### config.mk
export PLATFORM = sky130hd
export DESIGN_NAME = mdio_dri
export DESIGN_NICKNAME = d
export VERILOG_FILES = /design/src/rtl/mdio_pkg.sv /design/src/rtl/mdio_dri_mdc_gen.sv /design/src/rtl/mdio_dri.sv
export SDC_FILE = /design/constraint.sdc
export NUM_CORES = 1
export LEC_CHECK = 0
export CORE_MARGIN = 3
export CORE_UTILIZATION = 40
export DETAILED_ROUTE_END_ITERATION = 8
export GPL_ROUTABILITY_DRIVEN = 0
export GPL_TIMING_DRIVEN = 0
export MAX_ROUTING_LAYER = met4
export PLACE_DENSITY = 0.66
export SKIP_CTS_REPAIR_TIMING = 1
export SLEW_MARGIN = 15
export SYNTH_ARGS = -nofsm -noshare
export SYNTH_HDL_FRONTEND = slang
export SYNTH_SLANG_ARGS = --single-unit
### constraint.sdc
create_clock -name clk -period 5 [get_ports clk]
set_input_delay 0.75 -clock clk [delete_from_list [all_inputs] [get_ports clk]]
set_output_delay 0.75 -clock clk [all_outputs]
set_load 0.01 [all_outputs]
### src/rtl/mdio_pkg.sv
// Shared constants, state encoding and per-state bit lengths for the
// Clause-22 MDIO master.
`timescale 1ns/1ps
package mdio_pkg;

  localparam logic [1:0] MDIO_ST      = 2'b01;
  localparam logic [1:0] MDIO_OP_RD   = 2'b10;
  localparam logic [1:0] MDIO_OP_WR   = 2'b01;
  localparam int         MDIO_PRE_LEN = 32;

  typedef enum logic [2:0] {IDLE, PRE, HDR, TA, DATA, DONE} mdio_state_e;

  // Number of MDC bit periods spent in each frame-carrying state.
  function automatic logic [5:0] state_len(mdio_state_e s);
    case (s)
      PRE:     return 6'(MDIO_PRE_LEN);
      HDR:     return 6'd14;
      TA:      return 6'd2;
      DATA:    return 6'd16;
      default: return 6'd1;
    endcase
  endfunction

endpackage

### src/rtl/mdio_dri_mdc_gen.sv
// MDC divider: low half then high half, each CLK_DIV cycles. Strobes flag
// the cycle whose closing edge makes MDC fall or rise.
`timescale 1ns/1ps
module mdc_gen #(
  parameter int CLK_DIV = 10
) (
  input  logic clk,
  input  logic rst,
  input  logic en_i,
  input  logic restart_i,
  output logic eth_mdc,
  output logic fall_stb,
  output logic rise_stb
);

  localparam int CW = $clog2(CLK_DIV);

  logic [CW-1:0] div_q, div_d;
  logic          mdc_q, mdc_d;
  logic          last;

  assign last     = (div_q == CW'(CLK_DIV - 1));
  assign rise_stb = en_i && last && !mdc_q;
  assign fall_stb = en_i && last && mdc_q;
  assign eth_mdc  = mdc_q;

  always_comb begin
    div_d = div_q;
    mdc_d = mdc_q;
    if (restart_i || !en_i) begin
      div_d = '0;
      mdc_d = 1'b0;
    end else if (last) begin
      div_d = '0;
      mdc_d = ~mdc_q;
    end else begin
      div_d = div_q + 1'b1;
    end
  end

  always_ff @(posedge clk) begin
    if (!rst) begin
      div_q <= '0;
      mdc_q <= 1'b0;
    end else begin
      div_q <= div_d;
      mdc_q <= mdc_d;
    end
  end

endmodule

### src/rtl/mdio_dri.sv
// Clause-22 MDIO master: one read or write frame per accepted request,
// returning acknowledge and read data with a one-cycle done pulse.
`timescale 1ns/1ps
module mdio_dri
  import mdio_pkg::*;
#(
  parameter logic [4:0] PHY_ADDR = 5'b00111,
  parameter int         CLK_DIV  = 10
) (
  input  logic        clk,
  input  logic        rst,
  input  logic        op_exec,
  input  logic        op_rh_wl,
  input  logic [4:0]  op_addr,
  input  logic [15:0] op_wr_data,
  output logic        op_done,
  output logic        op_rd_ack,
  output logic [15:0] op_rd_data,
  output logic        busy,
  output logic        eth_mdc,
  output logic        eth_mdio_o,
  output logic        eth_mdio_oe,
  input  logic        eth_mdio_i
);

  mdio_state_e state_q, state_d;
  logic [5:0]  cnt_q, cnt_d;
  logic        rd_q, rd_d;
  logic [31:0] tx_q, tx_d;
  logic [15:0] rx_q, rx_d;
  logic        ack_q, ack_d;
  logic        rd_ack_q, rd_ack_d;
  logic [15:0] rd_data_q, rd_data_d;
  logic        mdio_o_q, mdio_o_d;
  logic        oe_q, oe_d;
  logic        accept, fall_stb, rise_stb, mdc_en;

  assign mdc_en = (state_q == PRE) || (state_q == HDR) || (state_q == TA) || (state_q == DATA);

  mdc_gen #(.CLK_DIV(CLK_DIV)) u_mdc (
    .clk       (clk),
    .rst       (rst),
    .en_i      (mdc_en),
    .restart_i (accept),
    .eth_mdc   (eth_mdc),
    .fall_stb  (fall_stb),
    .rise_stb  (rise_stb)
  );

  always_comb begin
    state_d   = state_q;
    cnt_d     = cnt_q;
    rd_d      = rd_q;
    tx_d      = tx_q;
    rx_d      = rx_q;
    ack_d     = ack_q;
    rd_ack_d  = rd_ack_q;
    rd_data_d = rd_data_q;
    mdio_o_d  = mdio_o_q;
    oe_d      = oe_q;
    accept    = 1'b0;
    case (state_q)
      IDLE: begin
        if (op_exec) begin
          accept   = 1'b1;
          state_d  = PRE;
          cnt_d    = '0;
          rd_d     = op_rh_wl;
          tx_d     = {MDIO_ST, op_rh_wl ? MDIO_OP_RD : MDIO_OP_WR, PHY_ADDR, op_addr, 2'b10, op_wr_data};
          mdio_o_d = 1'b1;
          oe_d     = 1'b1;
        end
      end
      DONE: state_d = IDLE;
      default: begin
        if (rise_stb) begin
          if (state_q == TA && cnt_q == 6'd1) ack_d = eth_mdio_i;
          if (state_q == DATA) rx_d = {rx_q[14:0], eth_mdio_i};
        end
        if (fall_stb) begin
          if (cnt_q == state_len(state_q) - 6'd1) begin
            cnt_d = '0;
            case (state_q)
              PRE:     state_d = HDR;
              HDR:     state_d = TA;
              TA:      state_d = DATA;
              default: state_d = DONE;
            endcase
          end else begin
            cnt_d = cnt_q + 6'd1;
          end
          // Launch the next bit together with the falling MDC edge.
          if (state_d == DONE) begin
            mdio_o_d = 1'b1;
            oe_d     = 1'b0;
            rd_ack_d = rd_q ? ack_q : 1'b0;
            if (rd_q) rd_data_d = rx_q;
          end else if (state_d != PRE) begin
            oe_d     = (state_d == HDR) || !rd_q;
            mdio_o_d = oe_d ? tx_q[31] : 1'b1;
            tx_d     = {tx_q[30:0], 1'b0};
          end
        end
      end
    endcase
  end

  always_ff @(posedge clk) begin
    if (!rst) begin
      state_q   <= IDLE;
      cnt_q     <= '0;
      rd_q      <= 1'b0;
      tx_q      <= '0;
      rx_q      <= '0;
      ack_q     <= 1'b0;
      rd_ack_q  <= 1'b0;
      rd_data_q <= '0;
      mdio_o_q  <= 1'b1;
      oe_q      <= 1'b0;
    end else begin
      state_q   <= state_d;
      cnt_q     <= cnt_d;
      rd_q      <= rd_d;
      tx_q      <= tx_d;
      rx_q      <= rx_d;
      ack_q     <= ack_d;
      rd_ack_q  <= rd_ack_d;
      rd_data_q <= rd_data_d;
      mdio_o_q  <= mdio_o_d;
      oe_q      <= oe_d;
    end
  end

  assign op_done     = (state_q == DONE);
  assign busy        = (state_q != IDLE);
  assign op_rd_ack   = rd_ack_q;
  assign op_rd_data  = rd_data_q;
  assign eth_mdio_o  = mdio_o_q;
  assign eth_mdio_oe = oe_q;

endmodule

Yosys cells after proc, flatten, opt, wreduce, memory -nomap -nowiden

Cells that the tools add are included.

Add/sub/neg operators: 3
Multipliers: 0
Div/mod/pow operators: 0
Magnitude comparators: 0
Equal/unequal tests: 13
Shift-type cells: 0
Mux-type cells: 33
Bitwise logic cells: 4
Reductions and logical operators: 30

Operator list:

| kind                                                 | count |
|---|---|
| two-way mux 32 bit                                   | 4 |
| case mux 32 bit (2 select lines)                     | 1 |
| two-way mux 6 bit                                    | 5 |
| case mux 6 bit (4 select lines)                      | 1 |
| two-way mux 3 bit                                    | 5 |
| case mux 6 bit (2 select lines)                      | 1 |
| AND reduction 3 bit                                  | 4 |
| two-way mux 1 bit                                    | 11 |
| equality test 3 x 2 -> 1 bit (second input constant) | 3 |
| equality test 3 bit (second input constant)          | 3 |
| case mux 3 bit (3 select lines)                      | 1 |
| nonzero test 3 bit                                   | 3 |
| AND reduction 4 bit                                  | 2 |
| adder 6 x 1 -> 6 bit (second input constant)         | 1 |
| equality test 6 x 1 -> 1 bit (second input constant) | 1 |
| equality test 6 bit                                  | 1 |
| case mux 3 bit (2 select lines)                      | 1 |
| subtractor 6 x 1 -> 6 bit (second input constant)    | 1 |
| logical OR 1 bit                                     | 5 |
| AND reduction 5 bit                                  | 1 |
| adder 4 x 1 -> 4 bit (second input constant)         | 1 |
| equality test 4 bit (second input constant)          | 1 |
| logical AND 1 bit                                    | 4 |
| inverter 1 bit                                       | 4 |
| other kinds (12)                                     | 18 |

Flip-flop bits (word level): 83
Latch bits: 0
RAM bits: 0
Bits in read-only memories: 0
Input bits: 26
Output and inout port bits: 22
Word-level logic and storage cells: 95
Memories: 0

Logic depth before layout (Yosys ltp)

Gate-level depths: netlist (run 1).

Depth after elaboration: 20
Gate-level depth with buffers: 13
Depth with buffers taken out: 9

Hierarchy

From an unflattened synthesis (run 1), not the netlist that was laid out.

Cells, all modules: 462
Area, all modules: 3881.2 um^2

By module, submodules not included:

| module   | times used | cells an instance | area each (um^2) | sequential area each (um^2) |
|---|---|---|---|---|
| mdio_dri | 1          | 439               | 3644.7           | 1561.5 |
| mdc_gen  | 1          | 23                | 236.5            | 100.1 |

Least setup slack after synthesis (run 1)

No wires, ideal clock.

Path type: register to register
Start: reg state_q[2]
End: reg rd_data_q[10], in the netlist op_rd_data[10]
Library setup time: 0.116 ns
Data arrival time: 2.749 ns
Data required time: 4.884 ns
Path slack: 2.134 ns
Stages on the path, launching flop included: 14
Buffers on the path: 4
Period minus slack after synthesis: 2.866 ns
Path through: dfxtp_1 > buf_2 > buf_1 > xnor2_1 > nor2_1 > ha_1 > xnor2_1 > nor3b_1 > o221ai_2 > buf_6 > nor4_4 > buf_6 > mux2i_1 > nor2b_1

Longest elaborated chain between the ends: 11
Elaborated cells between the ends (all ways): 24
Those cells by class: add/sub: 1; eq/ne: 7; mux: 7; bitwise: 1; reduce/logical: 8

Ends and longest elaborated chain:

| element                                           | RTL line                       | text |
|---|---|---|
| start, declared                                   | mdio_dri.sv:26                 | `mdio_state_e state_q, state_d;` |
| start signal, assigned                            | mdio_dri.sv:121                | `state_q <= state_d;` |
| equality test 3 bit, or another cell as far along | mdio_pkg.sv:15, mdio_dri.sv:38 |  |
| case mux 6 bit (4 select lines)                   | mdio_pkg.sv:15                 | `case (s)` |
| two-way mux 6 bit                                 | mdio_dri.sv:80                 | `if (fall_stb) begin` |
| two-way mux 6 bit                                 | mdio_dri.sv:62                 | `case (state_q)` |
| subtractor 6 x 1 -> 6 bit                         | mdio_dri.sv:81                 | `if (cnt_q == state_len(state_q) - 6'd1) begin` |
| equality test 6 bit                               | mdio_dri.sv:81                 |  |
| two-way mux 3 bit                                 | mdio_dri.sv:81                 |  |
| two-way mux 3 bit                                 | mdio_dri.sv:80                 |  |
| two-way mux 3 bit                                 | mdio_dri.sv:62                 |  |
| equality test 3 bit                               | mdio_dri.sv:93                 | `if (state_d == DONE) begin` |
| AND reduction 4 bit (no line) *                   | n/a                            |  |
| end signal, assigned                              | mdio_dri.sv:128                | `rd_data_q <= rd_data_d;` |
| end, declared                                     | mdio_dri.sv:33                 | `logic [15:0] rd_data_q, rd_data_d;` |

Every way passes the cells marked *; elsewhere a longest branch is shown, timed or not. The select of a mux whose other input is x is not followed.
A chain may end at the register's enable or synchronous reset.

Worst setup path after layout (run 1)

Start: reg state_q[0]
End: out busy

Longest elaborated chain between the ends: 1

Ends and longest elaborated chain:

| element            | RTL line        | text |
|---|---|---|
| nonzero test 3 bit | mdio_dri.sv:135 | `assign busy = (state_q != IDLE);` |
| end, declared      | mdio_dri.sv:19  | `output logic busy,` |

No other way between the ends.

==> flow_summary.ini, run 1 <==
[pwr]
cell_internal_power_mw = 1.06
leakagePower_nw = 1.80
max-vdd-ir-drop_v = 0.000179
power_density_nw_per_um2 = 303
share_clk_of_total_power_pct = 36.9
part_of_the_total_power_dissipated_in_sequential_elements_pct = 49.7
power.switching_mw = 0.363
total_power_mw = 1.42
power.share.switching_pct = 25.5
p_comb_share_pct = 13.3

[routing]
postRouteAntennaNets = 0
wl_per_cell_um = 13.5
route.vias.total = 3187
vias_per_std_cell = 5.09
routed_wirelength_um = 8430
drt_pre_antenna_iters = 4
drc_errors = 0
dr.first_iter.drc_count = 130

[finish]
nets = 523
fillers = 900
antenna-diode-count = 0
design_area_um2 = 4700
fin_util_pct = 50.6
synthToLayoutAreaGrowth_pct = 22.0
final_layout_size_suffix_gt1_share_pct = 6.44
post_layout_cell_count = 626

[synth]
synth_compound_gate_area_share_pct = 13.9
share_of_yosys_cell_area_claimed_by_the_top_area_cell_type_pct = 43.2
syn_area_um2 = 3850
netlist_top_cells_count = 90 x sky130_fd_sc_hd__nand2_1, 83 x sky130_fd_sc_hd__dfxtp_1, 28 x sky130_fd_sc_hd__mux2i_1
yosys_register_bits = 83
combinational_family_with_the_most_area_after_synthesis = simple AND/OR/NAND/NOR gates
yosys.cell_count.top_type = sky130_fd_sc_hd__nand2_1
share_of_cell_area_taken_by_muxes_after_synthesis_pct = 7.58
library_cells_used_by_synthesis = 45
synth_edf_count = 0
synth_async_sr_flop_share_pct = 0
synth_cells = 434
syn_avg_cell_area_um2 = 8.87
share_of_synthesized_area_occupied_by_flip_flops_and_latches_pct = 43.2
yosys.area_share.simple_pct = 26.6
post_synth_xor_area_fraction_pct = 2.28
post-synth-top-area-cell = sky130_fd_sc_hd__dfxtp_1
synth-main-ff-cell = sky130_fd_sc_hd__dfxtp_1
synth_area_in_adders_pct = 1.63
main_area_contributors_after_synthesis = sky130_fd_sc_hd__dfxtp_1 43%, sky130_fd_sc_hd__nand2_1 8.8%, sky130_fd_sc_hd__mux2i_1 7.3%, sky130_fd_sc_hd__o211a_1 5.5%, sky130_fd_sc_hd__nand4_1 4.4%
synth_fp_nets = 465
synth_warnings = 0

[cts]
cts_max_level = 3
clk_root_buffer_cell = sky130_fd_sc_hd__clkbuf_8
clk_path_buf_depth = 2
cts_tree = built
clk_pin_slew_worst_paths_ns = 0.08
clock_latency_on_the_worst_skew_pair_ns = 0.35
clock_sink_count = 83
cts_inserted_buffers = 9

[global_routing]
aggregate_global_routing_overflow = 0
first_global_vias = 3048
grt_max_degree = 15
grt_pass1_wl_um = 14400
antenna_violations_before_repair = 0
overall_routing_resource_usage_pct = 16.3

[sta]
fin_hold_ws_ns = 0.463
final_max_slew_viol_count = 0
final.setup.worst_slack_ns = 1.47
worstMarginPinSlew_ns = 0.831
fin_crit_ns = 3.53
post-route-period-util_pct = 70.6
rsz0062_at_grt = no
worst_slew_margin_rel_pct = 44.1
max_freq_ghz = 0.283
setup_total_negative_slack_ns = 0
timing_hold_violations_final = 0
report.final.setup_viol = 0
final.setup_skew_ns = 0.0108

[worst_hold_path]
worstHoldPathCells = 2
worst_hold_startpoint = tx_q[23]$_SDFFE_PN0P_
hold_path.class = reg -> reg

[setup_path]
critical_path.cell_chain = buf_6 > clkbuf_1 > nor3_1 > inv_1 > clkbuf_1 > clkdlybuf4s50_1
critical_path.max_stage_delay_ns = 0.72
worst-endpoint-arrival_ns = 2.78
worst_path_max_delay_cell = sky130_fd_sc_hd__nor3_1
crit_fanout = 10
worst_reg2reg_path_length_in_cells = 13
crit-reg2reg-launch = state_q[2]$_SDFFE_PN0P_
worst_path_class_setup = reg -> out
critical-path-top-delay-family = buffers and inverters
timing.critical_path.mode_cell = sky130_fd_sc_hd__clkbuf_1
path_depth = 6
nature_of_the_critical_path_startpoint = flip-flop
setup.worst_path.start = state_q[0]$_SDFFE_PN0P_
crit_buf_inv = 5
worst_path_required_time_ns = 4.25
critical_path.endpoint_type = output port

[die]
initial_utilization_pct = 41.4
die_width_um = 104
core-area_um2 = 9280
die_area_um2 = 10800
design.portCount = 48
std_cell_rows = 35
dieHeight_um = 104

[run]
cap_violations = 0

[placement]
total_half_perimeter_wirelength_after_legalization_and_detailed_placement_um = 6060
place_area_um2 = 4480
place.detailed.instances = 610
place_worst_setup_slack_ns = 1.65
io_buffers = 47

[run_status]
run_status = complete, no violations
-- flip-flops by register name (all words and copies together), names as in the netlist --
signal,cells
tx_q,32
state_q,3
op_rd_ack,1
eth_mdio_o,1
u_mdc.div_q,4
ack_q,1
eth_mdio_oe,1
rd_q,1
cnt_q,6
u_mdc.eth_mdc,1
op_rd_data,16
rx_q,16
-- per-layer routing --
metal / track usage [%] / share of wire (%) / vias up
li1: - / - / 1640
met1: 20.9 / 48 / 1477
met2: 26.1 / 47 / 56
met3: 3.66 / 3.6 / 14
met4: 4.65 / 1.5 / 0
met5: - / 0 / -
-- layout make-up --
type	count	area, um^2	share of cell area (%)
Inverter	6	22.5	0.480
Timing Repair Buffer	47	470	10.0
Clock inverter	6	88.8	1.89
Tap cell	129	161	3.44
Sequential cell	83	1660	35.4
Buffer	35	163	3.46
Clock buffer	10	128	2.72
Multi-Input combinational cell	310	2000	42.6
-- tightest hold or removal path, delay by kind of cell, from the launching register on --
| family | cells | cell delay [ns] |
|---|---|---|
| multiplexers | 1 | 0.06 |
| AND/OR/NAND/NOR | 1 | 0.05 |
| flip-flops | 1 | 0.31 |
-- power by group through the flow --
stage                     logic (mW)  clock network [mW]  registers, mW
after floorplan                0.130                   0          0.719
after global placement         0.186                   0          0.722
after detailed placement       0.190                   0          0.723
after CTS                      0.191               0.540          0.707
after global routing           0.212               0.564          0.711
final                          0.190               0.526          0.707
-- worst paths after layout --
check / endpoint / slack [ns]
hold / removal: tx_q[23]$_SDFFE_PN0P_ / 0.46
hold reg to reg: tx_q[23]$_SDFFE_PN0P_ / 0.46
setup / recovery: busy / 1.47
setup reg to reg: op_rd_data[14]$_SDFFE_PN0P_ / 1.65
-- cells in the final DEF (no fill, tap or decap), types with 3 or more instances in the layout --
master	instances
sky130_fd_sc_hd__mux2i_1	28
sky130_fd_sc_hd__ha_1	5
sky130_fd_sc_hd__clkbuf_1	26
sky130_fd_sc_hd__nor3_1	4
sky130_fd_sc_hd__nand2_1	90
sky130_fd_sc_hd__nor2_1	12
sky130_fd_sc_hd__clkbuf_8	9
sky130_fd_sc_hd__buf_2	4
sky130_fd_sc_hd__nand4_1	27
sky130_fd_sc_hd__a31oi_1	3
sky130_fd_sc_hd__o21ai_0	11
sky130_fd_sc_hd__a21boi_0	17
sky130_fd_sc_hd__nor3b_1	6
sky130_fd_sc_hd__nand3_1	13
sky130_fd_sc_hd__clkdlybuf4s50_1	47
sky130_fd_sc_hd__a21oi_1	4
sky130_fd_sc_hd__nor2b_1	21
sky130_fd_sc_hd__and3_1	4
sky130_fd_sc_hd__nor4bb_1	3
sky130_fd_sc_hd__xnor2_1	7
sky130_fd_sc_hd__and2_1	4
sky130_fd_sc_hd__inv_1	6
sky130_fd_sc_hd__nand4b_1	3
sky130_fd_sc_hd__buf_6	3
sky130_fd_sc_hd__o211a_1	21
sky130_fd_sc_hd__xor2_1	3
sky130_fd_sc_hd__dfxtp_1	83
-- cell families after synthesis --
group / Yosys count
AOI/OAI and AO/OA: 67
xor gates and xnor gates: 10
adders and majority gates: 5
buffers and inverters: 41
DFF: 83
muxes: 29
and+or+nand+nor: 199
Note: power is estimated with default switching activity, not from simulation.
==> inputs of run 2 (changes only) <==
==> constraint.sdc (replaced) <==
create_clock -name clk -period 3.7 [get_ports clk]
set_input_delay 0.555 -clock clk [delete_from_list [all_inputs] [get_ports clk]]
set_output_delay 0.555 -clock clk [all_outputs]
set_load 0.01 [all_outputs]
==> results of run 2 <==
Same layout as run 1 (identical final DEF). Status: complete, no violations.
Among the figures that moved: setup slack after placement 1.65 ns -> 0.351 ns; setup slack after layout 1.47 ns -> 0.354 ns; start point of the critical path state_q[0]$_SDFFE_PN0P_ -> state_q[2]$_SDFFE_PN0P_; end point of the critical path busy -> op_rd_data[14]$_SDFFE_PN0P_; register-to-register setup slack 1.65 ns -> 0.35 ns; total power 1.42 mW -> 1.92 mW; worst IR drop on VDD 0.000179 V -> 0.000241 V
==> inputs of run 3 (changes only) <==
--- a/config.mk
+++ b/config.mk
@@ -5,6 +5,7 @@
 export SDC_FILE = /design/constraint.sdc
 export NUM_CORES = 1
 export LEC_CHECK = 0
+export CAP_MARGIN = 20
 export CORE_MARGIN = 3
 export CORE_UTILIZATION = 40
 export DETAILED_ROUTE_END_ITERATION = 8
@@ -12,6 +13,7 @@
 export GPL_TIMING_DRIVEN = 0
 export MAX_ROUTING_LAYER = met4
 export PLACE_DENSITY = 0.66
+export REMOVE_ABC_BUFFERS = 1
 export SKIP_CTS_REPAIR_TIMING = 1
 export SLEW_MARGIN = 15
 export SYNTH_ARGS = -nofsm -noshare
==> run 3 against run 2 <==
Net effect:
- die area stayed put
- setup slack worse by 0.15 ns
- register-to-register slack worse by 0.12 ns
- via count is 3.4% lower
- final area is 2.3% lower
- sequential power is 0.5% higher
- clock skew is 0.00058 ns lower
- global-route usage is 1.8 points lower
- core utilization is 1.2 points lower
- fmax is 4.3% lower
- critical path type is now reg -> out
- largest cell class unchanged
- highest routed layer unchanged
==> flow_summary.ini, run 3 (synthesized netlist as in run 1, its figures left out) <==
[run_status]
run_status = complete, no violations

[cts]
cts_max_level = 3
cts_inserted_buffers = 9
clock_latency_on_the_worst_skew_pair_ns = 0.35
clk_root_buffer_cell = sky130_fd_sc_hd__clkbuf_8
clk_path_buf_depth = 2
cts_tree = built
clk_pin_slew_worst_paths_ns = 0.08
clock_sink_count = 83

[global_routing]
first_global_vias = 2821
grt_max_degree = 97
grt_pass1_wl_um = 13000
aggregate_global_routing_overflow = 0
overall_routing_resource_usage_pct = 14.6
antenna_violations_before_repair = 0

[sta]
max_freq_ghz = 0.286
final.setup_skew_ns = 0.0103
final_max_slew_viol_count = 0
final.setup.worst_slack_ns = 0.204
timing_hold_violations_final = 0
post-route-period-util_pct = 94.5
fin_crit_ns = 3.50
rsz0062_at_grt = no
worstMarginPinSlew_ns = 0.983
report.final.setup_viol = 0
worst_slew_margin_rel_pct = 34.4

[placement]
io_buffers = 47
total_half_perimeter_wirelength_after_legalization_and_detailed_placement_um = 5040
place_worst_setup_slack_ns = -0.238

[worst_hold_path]
worstHoldPathCells = 2
hold_path.class = reg -> reg

[setup_path]
nature_of_the_critical_path_startpoint = flip-flop
worst_reg2reg_path_length_in_cells = 8
crit_fanout = 31
critical_path.cell_chain = nor3_2 > buf_4 > inv_1 > clkdlybuf4s50_1
worst-endpoint-arrival_ns = 2.94
critical_path.endpoint_type = output port
worst_path_required_time_ns = 3.14
critical_path.max_stage_delay_ns = 0.72
worst_path_max_delay_cell = sky130_fd_sc_hd__inv_1
worst_path_class_setup = reg -> out

[run]
cap_violations = 0

[finish]
nets = 493
antenna-diode-count = 0
largest_reg_flops = 32
layout_commonest_cell = sky130_fd_sc_hd__nand2_1
synthToLayoutAreaGrowth_pct = 19.2
final_layout_size_suffix_gt1_share_pct = 7.49
largest-register = tx_q
fin_util_pct = 49.4
top_library_cells_by_usage_in_the_layout_fill_and_taps_aside = 90 x sky130_fd_sc_hd__nand2_1, 82 x sky130_fd_sc_hd__dfxtp_1, 46 x sky130_fd_sc_hd__clkdlybuf4s50_1

[routing]
drt_pre_antenna_iters = 4
met3_length_um = 299
vias_per_std_cell = 5.16
highest_layer = met4
postRouteAntennaNets = 0
route.vias.total = 3078
wl_met2_um = 3760
wl_met1_um = 3670
drc_errors = 0
routed_wirelength_um = 7820
wl_per_cell_um = 13.1
dr.first_iter.drc_count = 122

[die]
die_area_um2 = 10800
dieHeight_um = 104
core-area_um2 = 9280
design.portCount = 48
std_cell_rows = 35
initial_utilization_pct = 41.4
die_width_um = 104

[pwr]
total_power_mw = 1.81
power_density_nw_per_um2 = 395
max-vdd-ir-drop_v = 0.000212
leakagePower_nw = 1.75
## run 3: changes by cell type in the layout (fill, tap and decap cells not counted), moves of 2 or more
cell	before	now
sky130_fd_sc_hd__clkbuf_1	26	0
sky130_fd_sc_hd__buf_2	4	0
sky130_fd_sc_hd__buf_4	1	4
sky130_fd_sc_hd__clkinv_4	0	3
sky130_fd_sc_hd__buf_1	2	0
sky130_fd_sc_hd__buf_6	3	1
sky130_fd_sc_hd__bufinv_16	2	0
sky130_fd_sc_hd__nor3_1	4	2
sky130_fd_sc_hd__nor3_2	0	2
## run 3: layout make-up
type	instances	area [um^2]
fillers	922	4700
clock inverters	6	50.0
well taps	129	161
inverters	6	22.5
clock buffers	10	138
flip-flops and latches	83	1660
multi-input cells	310	2030
repair buffers	52	517
## run 3: path summary, 6_finish.rpt
kind | start | end | slack [ns]
max | state_q[0]$_SDFFE_PN0P_ | busy | 0.20
min | tx_q[27]$_SDFFE_PN0P_ | tx_q[27]$_SDFFE_PN0P_ | 0.46
max reg2reg | state_q[1]$_SDFFE_PN0P_ | tx_q[24]$_SDFFE_PN0P_ | 0.23
min reg2reg | tx_q[27]$_SDFFE_PN0P_ | tx_q[27]$_SDFFE_PN0P_ | 0.46
## run 3: power breakdown
group | internal, mW | switching (mW)
logic | 0.110 | 0.128
clock network | 0.268 | 0.343
registers | 0.934 | 0.0267
total | 1.31 | 0.498
## run 3: layer usage
layer	GRT usage, %	up-vias
met5	-	-
met2	23.3	47
li1	-	1577
met1	18.2	1445
met3	3.85	9
met4	4.27	0
## run 3: worst max-delay path: cells and delay by family (launching register included)
kind | cells | cell delay [ns]
flops | 1 | 0.71
simple gates | 1 | 0.21
buf+inv | 3 | 1.66
## run 3: metrics by stage
step	hold WS [ns]	TNS, ns	area (um^2)	std cells
2_1_floorplan	0.432	-29.43	3680	399
3_3_place_gp	0.440	-112.86	4320	575
3_5_place_dp	0.445	-5.37	4370	580
4_1_cts	0.461	-7.03	4560	596
5_1_grt	0.485	0	4590	596
6_report	0.459	0	4590	596
